**src/rtl/branch_commit_unit.sv**
```systemverilog
// Branch commit stage at the EX/MEM boundary. Registers resolved control-flow
// info, detects mispredictions, drives a one-cycle flush/redirect, emits one
// predictor update per committed control instruction and keeps saturating
// branch/mispredict counters.
module branch_commit_unit #(
  parameter int unsigned INDEX_WIDTH   = 6,
  parameter int unsigned HISTORY_WIDTH = 8,
  parameter int unsigned CNT_WIDTH     = 32
) (
  input  logic                      clk_i,
  input  logic                      rst_ni,
  input  logic                      stall_i,
  input  logic                      EX_valid_i,
  input  logic [31:0]               EX_pc_i,
  input  logic                      EX_is_ctrl_i,
  input  logic                      EX_br_taken_i,
  input  logic [31:0]               EX_target_i,
  input  logic                      EX_prediction_i,
  input  logic [31:0]               EX_pred_target_i,
  input  logic                      EX_btb_hit_i,
  input  logic [HISTORY_WIDTH-1:0]  EX_ghr_data_i,
  output logic [INDEX_WIDTH-1:0]    EXMEM_btb_wr_index_o,
  output logic [29-INDEX_WIDTH:0]   EXMEM_btb_wr_tag_o,
  output logic [31:0]               EXMEM_btb_wr_target_o,
  output logic [HISTORY_WIDTH-1:0]  EXMEM_pht_wr_index_o,
  output logic [HISTORY_WIDTH-1:0]  EXMEM_ghr_data_o,
  output logic                      EXMEM_btb_hit_o,
  output logic                      EXMEM_prediction_o,
  output logic                      EXMEM_br_decision_o,
  output logic                      EXMEM_is_jmp_o,
  output logic                      flush_o,
  output logic                      redirect_valid_o,
  output logic [31:0]               redirect_pc_o,
  output logic [CNT_WIDTH-1:0]      br_cnt_o,
  output logic [CNT_WIDTH-1:0]      mispred_cnt_o
);

  logic                     valid_q, valid_d;
  logic [31:0]              pc_q, pc_d;
  logic                     is_ctrl_q, is_ctrl_d;
  logic                     taken_q, taken_d;
  logic [31:0]              target_q, target_d;
  logic                     pred_q, pred_d;
  logic [31:0]              pred_target_q, pred_target_d;
  logic                     btb_hit_q, btb_hit_d;
  logic [HISTORY_WIDTH-1:0] ghr_q, ghr_d;
  logic                     done_q, done_d;
  logic [CNT_WIDTH-1:0]     br_cnt_q, br_cnt_d;
  logic [CNT_WIDTH-1:0]     mispred_cnt_q, mispred_cnt_d;

  logic ctrl;
  logic mis;
  logic fire_flush;
  logic fire_update;

  // Commit decision from the registered entry; done suppresses repeats under stall.
  always_comb begin
    ctrl        = valid_q & is_ctrl_q;
    mis         = ctrl & ((taken_q != pred_q) |
                          (taken_q & pred_q & (pred_target_q != target_q)));
    fire_flush  = mis & ~done_q;
    fire_update = ctrl & ~done_q;
  end

  // Stage register next state: flush bubble, then stall hold, then capture.
  always_comb begin
    valid_d       = valid_q;
    pc_d          = pc_q;
    is_ctrl_d     = is_ctrl_q;
    taken_d       = taken_q;
    target_d      = target_q;
    pred_d        = pred_q;
    pred_target_d = pred_target_q;
    btb_hit_d     = btb_hit_q;
    ghr_d         = ghr_q;
    done_d        = done_q;
    if (fire_flush) begin
      valid_d = 1'b0;
      done_d  = 1'b0;
    end else if (stall_i) begin
      done_d  = 1'b1;
    end else begin
      valid_d       = EX_valid_i;
      pc_d          = EX_pc_i;
      is_ctrl_d     = EX_is_ctrl_i;
      taken_d       = EX_br_taken_i;
      target_d      = EX_target_i;
      pred_d        = EX_prediction_i;
      pred_target_d = EX_pred_target_i;
      btb_hit_d     = EX_btb_hit_i;
      ghr_d         = EX_ghr_data_i;
      done_d        = 1'b0;
    end
  end

  // Saturating performance counters.
  always_comb begin
    br_cnt_d      = br_cnt_q;
    mispred_cnt_d = mispred_cnt_q;
    if (fire_update && (br_cnt_q != '1))
      br_cnt_d = br_cnt_q + 1'b1;
    if (fire_flush && (mispred_cnt_q != '1))
      mispred_cnt_d = mispred_cnt_q + 1'b1;
  end

  // State registers with synchronous active-low reset.
  always_ff @(posedge clk_i) begin
    if (!rst_ni) begin
      valid_q       <= 1'b0;
      pc_q          <= '0;
      is_ctrl_q     <= 1'b0;
      taken_q       <= 1'b0;
      target_q      <= '0;
      pred_q        <= 1'b0;
      pred_target_q <= '0;
      btb_hit_q     <= 1'b0;
      ghr_q         <= '0;
      done_q        <= 1'b0;
      br_cnt_q      <= '0;
      mispred_cnt_q <= '0;
    end else begin
      valid_q       <= valid_d;
      pc_q          <= pc_d;
      is_ctrl_q     <= is_ctrl_d;
      taken_q       <= taken_d;
      target_q      <= target_d;
      pred_q        <= pred_d;
      pred_target_q <= pred_target_d;
      btb_hit_q     <= btb_hit_d;
      ghr_q         <= ghr_d;
      done_q        <= done_d;
      br_cnt_q      <= br_cnt_d;
      mispred_cnt_q <= mispred_cnt_d;
    end
  end

  // Output mapping; redirect_pc is gated so an idle stage reads 0.
  always_comb begin
    EXMEM_btb_wr_index_o  = pc_q[INDEX_WIDTH+1:2];
    EXMEM_btb_wr_tag_o    = pc_q[31:INDEX_WIDTH+2];
    EXMEM_btb_wr_target_o = target_q;
    EXMEM_pht_wr_index_o  = pc_q[HISTORY_WIDTH+1:2];
    EXMEM_ghr_data_o      = ghr_q;
    EXMEM_btb_hit_o       = btb_hit_q;
    EXMEM_prediction_o    = pred_q;
    EXMEM_br_decision_o   = taken_q;
    EXMEM_is_jmp_o        = fire_update;
    flush_o               = fire_flush;
    redirect_valid_o      = fire_flush;
    redirect_pc_o         = ctrl ? (taken_q ? target_q : pc_q + 32'd4) : '0;
    br_cnt_o              = br_cnt_q;
    mispred_cnt_o         = mispred_cnt_q;
  end

endmodule
```
**config.mk**
```make
export PLATFORM = sky130hd
export DESIGN_NAME = branch_commit_unit
export DESIGN_NICKNAME = d
export VERILOG_FILES = /design/src/rtl/branch_commit_unit.sv
export SDC_FILE = /design/constraint.sdc
export NUM_CORES = 1
export LEC_CHECK = 0
export CORE_MARGIN = 5
export CORE_UTILIZATION = 35
export DETAILED_ROUTE_END_ITERATION = 7
export PLACE_DENSITY = 0.7
export SLEW_MARGIN = 20
export SYNTH_ARGS = -nofsm -noshare
export SYNTH_HDL_FRONTEND = slang
export SYNTH_SLANG_ARGS = --single-unit
```
**constraint.sdc**
```tcl
create_clock -name clk_i -period 4.3 [get_ports clk_i]
set_input_delay 1.29 -clock clk_i [delete_from_list [all_inputs] [get_ports clk_i]]
set_output_delay 1.29 -clock clk_i [all_outputs]
set_load 0.005 [all_outputs]
```
# Word level (Yosys, flattened, before mapping)

Cells that the tools add are included.

Register bits after elaboration: 174
Bits in latches: 0
RAM bits: 0
Bits in read-only memories: 0
Input port bits: 112
Output and inout port bits: 180
Word-level logic and storage cells: 37
Memories kept: 0

Add/sub/neg operators: 3
Multiply operators: 0
Div/mod/pow operators: 0
Order comparisons: 0
Equal/unequal tests: 4
Shift operators: 0
Muxes and demuxes: 3
Bitwise gates (word level): 11
Reductions and logical operators: 4

Operators with widths:

| operator              | count |
|---|---|
| $add 32x1->32 const B | 2 |
| $mux 32               | 2 |
| $ne 32x32->1 const B  | 2 |
| $add 32x3->32 const B | 1 |
| $ne 32x32->1          | 1 |
| $and 1x1->1           | 6 |
| $not 1->1             | 4 |
| $logic_and 1x1->1     | 2 |
| $reduce_and 2->1      | 1 |
| $reduce_or 2->1       | 1 |
| $mux 1                | 1 |
| $ne 1x1->1            | 1 |
| $or 1x1->1            | 1 |

# Depth between registers and ports, before layout

Gate-level depths: netlist of run 1.

Depth in word-level cells: 7
Gate-level depth with buffers: 9
Mapped depth without buffers: 8

# Worst setup path after synthesis of run 1

OpenSTA, ideal clock, no wires.

Path kind: register -> output
Start: register pc_q[2]
End: output port redirect_pc_o[26]
Arrival: 1.826 ns
Required time: 3.010 ns
Slack: 1.184 ns
Cell stages (with the launch flop): 9
Path buffers: 0
Cells stage by stage: dfxtp_1 -> ha_1 -> nand3_1 -> nor4_2 -> nand4_1 -> nor2_1 -> xnor2_1 -> o21ai_0 -> nor2b_1

Cells in the longest elaborated chain, start to end: 3

RTL lines:

| item                   | line | text |
|---|---|---|
| from (decl)            | 39   | `logic [31:0] pc_q, pc_d;` |
| from (signal assigned) | 123  | `pc_q <= pc_d;` |
| $add 32x3->32          | 150  | `redirect_pc_o = ctrl ? (taken_q ? target_q : pc_q + 32'd4) : '0;` |
| $mux 32 (2 in a row)   | 150  |  |
| to (decl)              | 33   | `output logic [31:0] redirect_pc_o,` |

No other way between the ends.

# Worst setup path after layout of run 1

Start: register pc_q[5]
End: output port redirect_pc_o[29]

Same word-level chain as after synthesis.

==> results.txt, run 1 <==
TritonCTS built the clock tree. For the number of diodes, the log shows 0. The fraction of synthesis flops using an asynchronous set or reset pin is 0. The startpoint class of the critical path is a register.

Dividing total power by cell area gives a power density of 295.5 nW/um2. The run gives 0.3856 as the sequential element share of the synthesized area. Setup violations remaining at the end of the flow were counted as 0. The tools report the number of global-route vias before repair as 7,388. For this design, the slowest cell found on the critical path is clkdlybuf4s50_1.

Compared with the post-synthesis result, the final layout area differs by 39.32%. The combinational cell fraction of total power is 0.130, and the fraction of final layout cells sized beyond drive strength 1 is 0.05574. For this run, the number of Yosys warnings is 0. For the H-tree level count, the log shows 4. The final-report max-slew violation count was 0; the number of enable-type register cells in the synthesized netlist was 0.

The combined buffer and inverter count along the critical path was 2; the area of the core was 25,330 um2. The average wire length per cell after detail routing was 17.97 um; the all-layer global routing usage was 0.1887. At the worst endpoint, the required time is 3010 ps. For the total via count after detailed routing, the log shows 7,542. On the worst path, the slowest cell contributes a delay of 540 ps. Across the run, the number of max-cap violations was 0.

Walking the worst path, the cells encountered are and4_1 > nand4_1 > nor4_2 > buf_4 > nand2_1 > xor2_1 > o21ai_0 > nor2b_1 > clkdlybuf4s50_1. Each instance of the synthesized netlist takes up on average 9.153 um2. For the internal cell power, the log shows 2.731 mW. From left edge to right edge, the die measures 170.7 um. For this run, design rule violations remaining after detail routing come to 0.

The logs give 29,120 um2 for the full die area and 2,376 for the number of fill cells in the layout. The first detailed-routing pass took 4 iterations. The tools report the clock network fraction of design power as 0.399. Global routing finished with a remaining overflow of 0.

For the clock latency of the later-clocked register in the worst-skew pair, the log shows 430 ps. The flip-flop and latch count after synthesis is 174, and the fraction of power spent switching nets is 0.2656. The TritonCTS buffer count was 17. Synthesis instantiated 40 different standard cells from the library. The part of the total power dissipated in sequential elements was 0.471. Post-synthesis cell area: 9034 um2. The flow ran to the end, and the final reports show no timing, DRC or antenna violations.

The final period utilization was 0.9724; the setup clock skew after layout was 12.57 ps. The summed negative setup slack over all endpoints is 0 ps, and the largest net degree at the start of global routing is 101. Of all nets on the critical path, the largest fanout is 6. Summed over all cells, the static leakage comes to 4.998 nW.

The most used flip-flop cell after synthesis is dfxtp_1. The area of the multi-input gates is 5016 um2. The worst hold-check path type was reg2reg. Total I/O pin count: 292. Counting every net in the synthesized netlist gives 1,103. In this run the most critical hold path is launched from mispred_cnt_o[21]. The sequential cells in the finished layout cover a total of 3492 um2. The kind of cell with the highest combined delay along the critical path is simple AND/OR/NAND/NOR gates.

The routed design has 28.18 mm of wire. Most frequent standard cell in the layout excluding fill and tap cells: clkdlybuf4s50_1. After detailed routing, the number of vias per cell comes to 4.810. The run gives 488.1 ps as the final worst hold slack. The initial core utilization came out at 0.3567. Input and output buffers added on the ports amount to 291. The global-route wire length before repair was 43.15 mm. The number of cells produced by synthesis is 987. In this run the worst setup path begins at pc_q[5]. The critical path is of the reg2out type. Data on the critical path arrives at its endpoint at 2890 ps. The weighted congestion at the end of routability-driven global placement was 0.8555; the height of the die was 170.7 um. In the layout the commonest cells are 290 x clkdlybuf4s50_1, 167 x dfxtp_1, 143 x mux2i_1. The final critical-path required period was 4181 ps.

The kind of end point of the critical path was an output port. At the end of the flow, the number of nets in the layout was 1,341. For the number of hold violations in the final report, the log shows 0.

The DRC violation total after the first TritonRoute iteration is 335, and the transition time at the pin with the least slew margin is 901.3 ps. After clock tree synthesis, the clock-pin slew on the worst setup and hold paths is 70 ps. The net switching power of the design is 0.9878 mW. The detail route stage leaves a number of antenna-violating nets equal to 0. The clock root buffer is clkbuf_16. Derived from the worst setup path, the maximum achievable clock frequency is 0.2391 GHz. The logs give 21.08 mm for the estimated wirelength of the detail-placed design and 2 for the largest buffer count on any clock path. Across the VDD grid, the largest voltage drop is 248.5 uV.

Setup repair after global routing left no endpoint under its margin. In this run the critical register-to-register path is launched from EXMEM_btb_wr_target_o[17]. The worst slew margin relative to its limit is 0.3992, and the number of sinks driven by the clock tree is 174.

The initial antenna violation count was 3; the site row count was 58.
-- cell usage after synthesis, types with 6 or more instances --
master	instances	area, um2
nor4_1	11	68.82
nor2_1	51	191.4
nand2b_1	24	150.1
inv_1	10	37.54
nor2b_1	114	713.2
xnor2_1	40	350.3
nor3_1	11	55.05
buf_4	39	292.8
and3_1	20	125.1
nand4_1	33	206.5
o21a_1	6	45.04
o21ai_0	10	50.05
mux2i_1	143	1431
and2_1	38	237.7
a21oi_1	19	95.09
nand3_1	36	180.2
xor2_1	54	473.0
dfxtp_1	174	3483
nand2_1	66	247.7
buf_2	11	55.05
clkbuf_1	31	116.4
and4_1	11	96.34
-- metrics by stage --
stage               setup WS (ps)  cell area, um2  std cells  power [mW]  utilization
detailed placement          326.2           11970       1532       2.277       0.4727
global route                4.204           12590       1568       3.893       0.4969
floorplan                    1184            9034        987       2.022            -
CTS                         21.57           12550       1565       3.778       0.4955
global placement            373.1           11970       1532       2.271       0.4727
finish                      118.5           12590       1568       3.719       0.4969
-- sequential cells by signal, summed over array words and instances, names as in the netlist, 8 cells and up --
register               cells
mispred_cnt_o             32
pred_target_q             32
pc_q                      32
br_cnt_o                  32
EXMEM_btb_wr_target_o     32
EXMEM_ghr_data_o           8
-- worst min-delay path, stage by stage, from the launching register on --
cell	delay [ps]
dfxtp_1	330
nand2_1	60
mux2i_1	50
-- worst paths after layout --
check	slack [ps]	cells past startpoint	end
worst max-delay path	120	9	redirect_pc_o[29]
worst min-delay path	490	2	mispred_cnt_o[21]
worst max register to register	1390	8	EXMEM_ghr_data_o[1]
worst min register to register	490	2	mispred_cnt_o[21]
-- power by group through the flow --
| stage | Sequential, mW | Combinational [mW] | Clock [mW] |
|---|---|---|---|
| 3_5_place_dp | 1.79 | 0.486 | 0 |
| 2_1_floorplan | 1.76 | 0.259 | 0 |
| 3_3_place_gp | 1.79 | 0.483 | 0 |
| 4_1_cts | 1.75 | 0.489 | 1.54 |
| 5_1_grt | 1.76 | 0.528 | 1.60 |
| 6_report | 1.75 | 0.484 | 1.48 |
-- layout make-up --
| cell class | count | area share |
|---|---|---|
| clock buffer | 18 | 0.03410 |
| clock inverter | 14 | 0.01034 |
| inverter | 10 | 0.002982 |
| multi-input combinational | 715 | 0.3985 |
| sequential | 174 | 0.2775 |
| tap | 330 | 0.03281 |
| timing repair buffer | 307 | 0.2438 |
-- layer usage --
| layer | global-route usage | up-vias | routed length (um) |
|---|---|---|---|
| met3 | 0.05753 | 31 | 2204 |
| met4 | 0.05694 | 6 | 596 |
| li1 | - | 3772 | - |
| met5 | 0 | - | 32 |
| met2 | 0.3121 | 229 | 13390 |
| met1 | 0.2375 | 3504 | 11950 |
-- cells by family (layout without fill, tap and decap cells) --
kind of cell,count (synthesis),after routing,synth area share
AND/OR/NAND/NOR,435,435,0.2722
flip-flops,174,174,0.3856
XOR/XNOR,94,94,0.09114
adder cells (fa/ha/maj),4,4,0.005540
buffers and inverters,98,349,0.06177
AO/OA/AOI/OAI,39,39,0.02535
multiplexers,143,143,0.1584
-- timing repair --
item,in CTS,in global routing
pin swaps,2,4
resized for setup,1,8
setup endpoints to repair,5,11
hold buffers,0,0
buffers inserted,1,3
Power figures use the tool's default switching activity.
==> inputs of run 2 (changes only) <==
--- a/config.mk
+++ b/config.mk
@@ -5,6 +5,7 @@
 export SDC_FILE = /design/constraint.sdc
 export NUM_CORES = 1
 export LEC_CHECK = 0
+export CAP_MARGIN = 20
 export CORE_MARGIN = 5
 export CORE_UTILIZATION = 35
 export DETAILED_ROUTE_END_ITERATION = 7
==> results of run 2 <==
Final layout, timing and power as in run 1 (identical DEF).
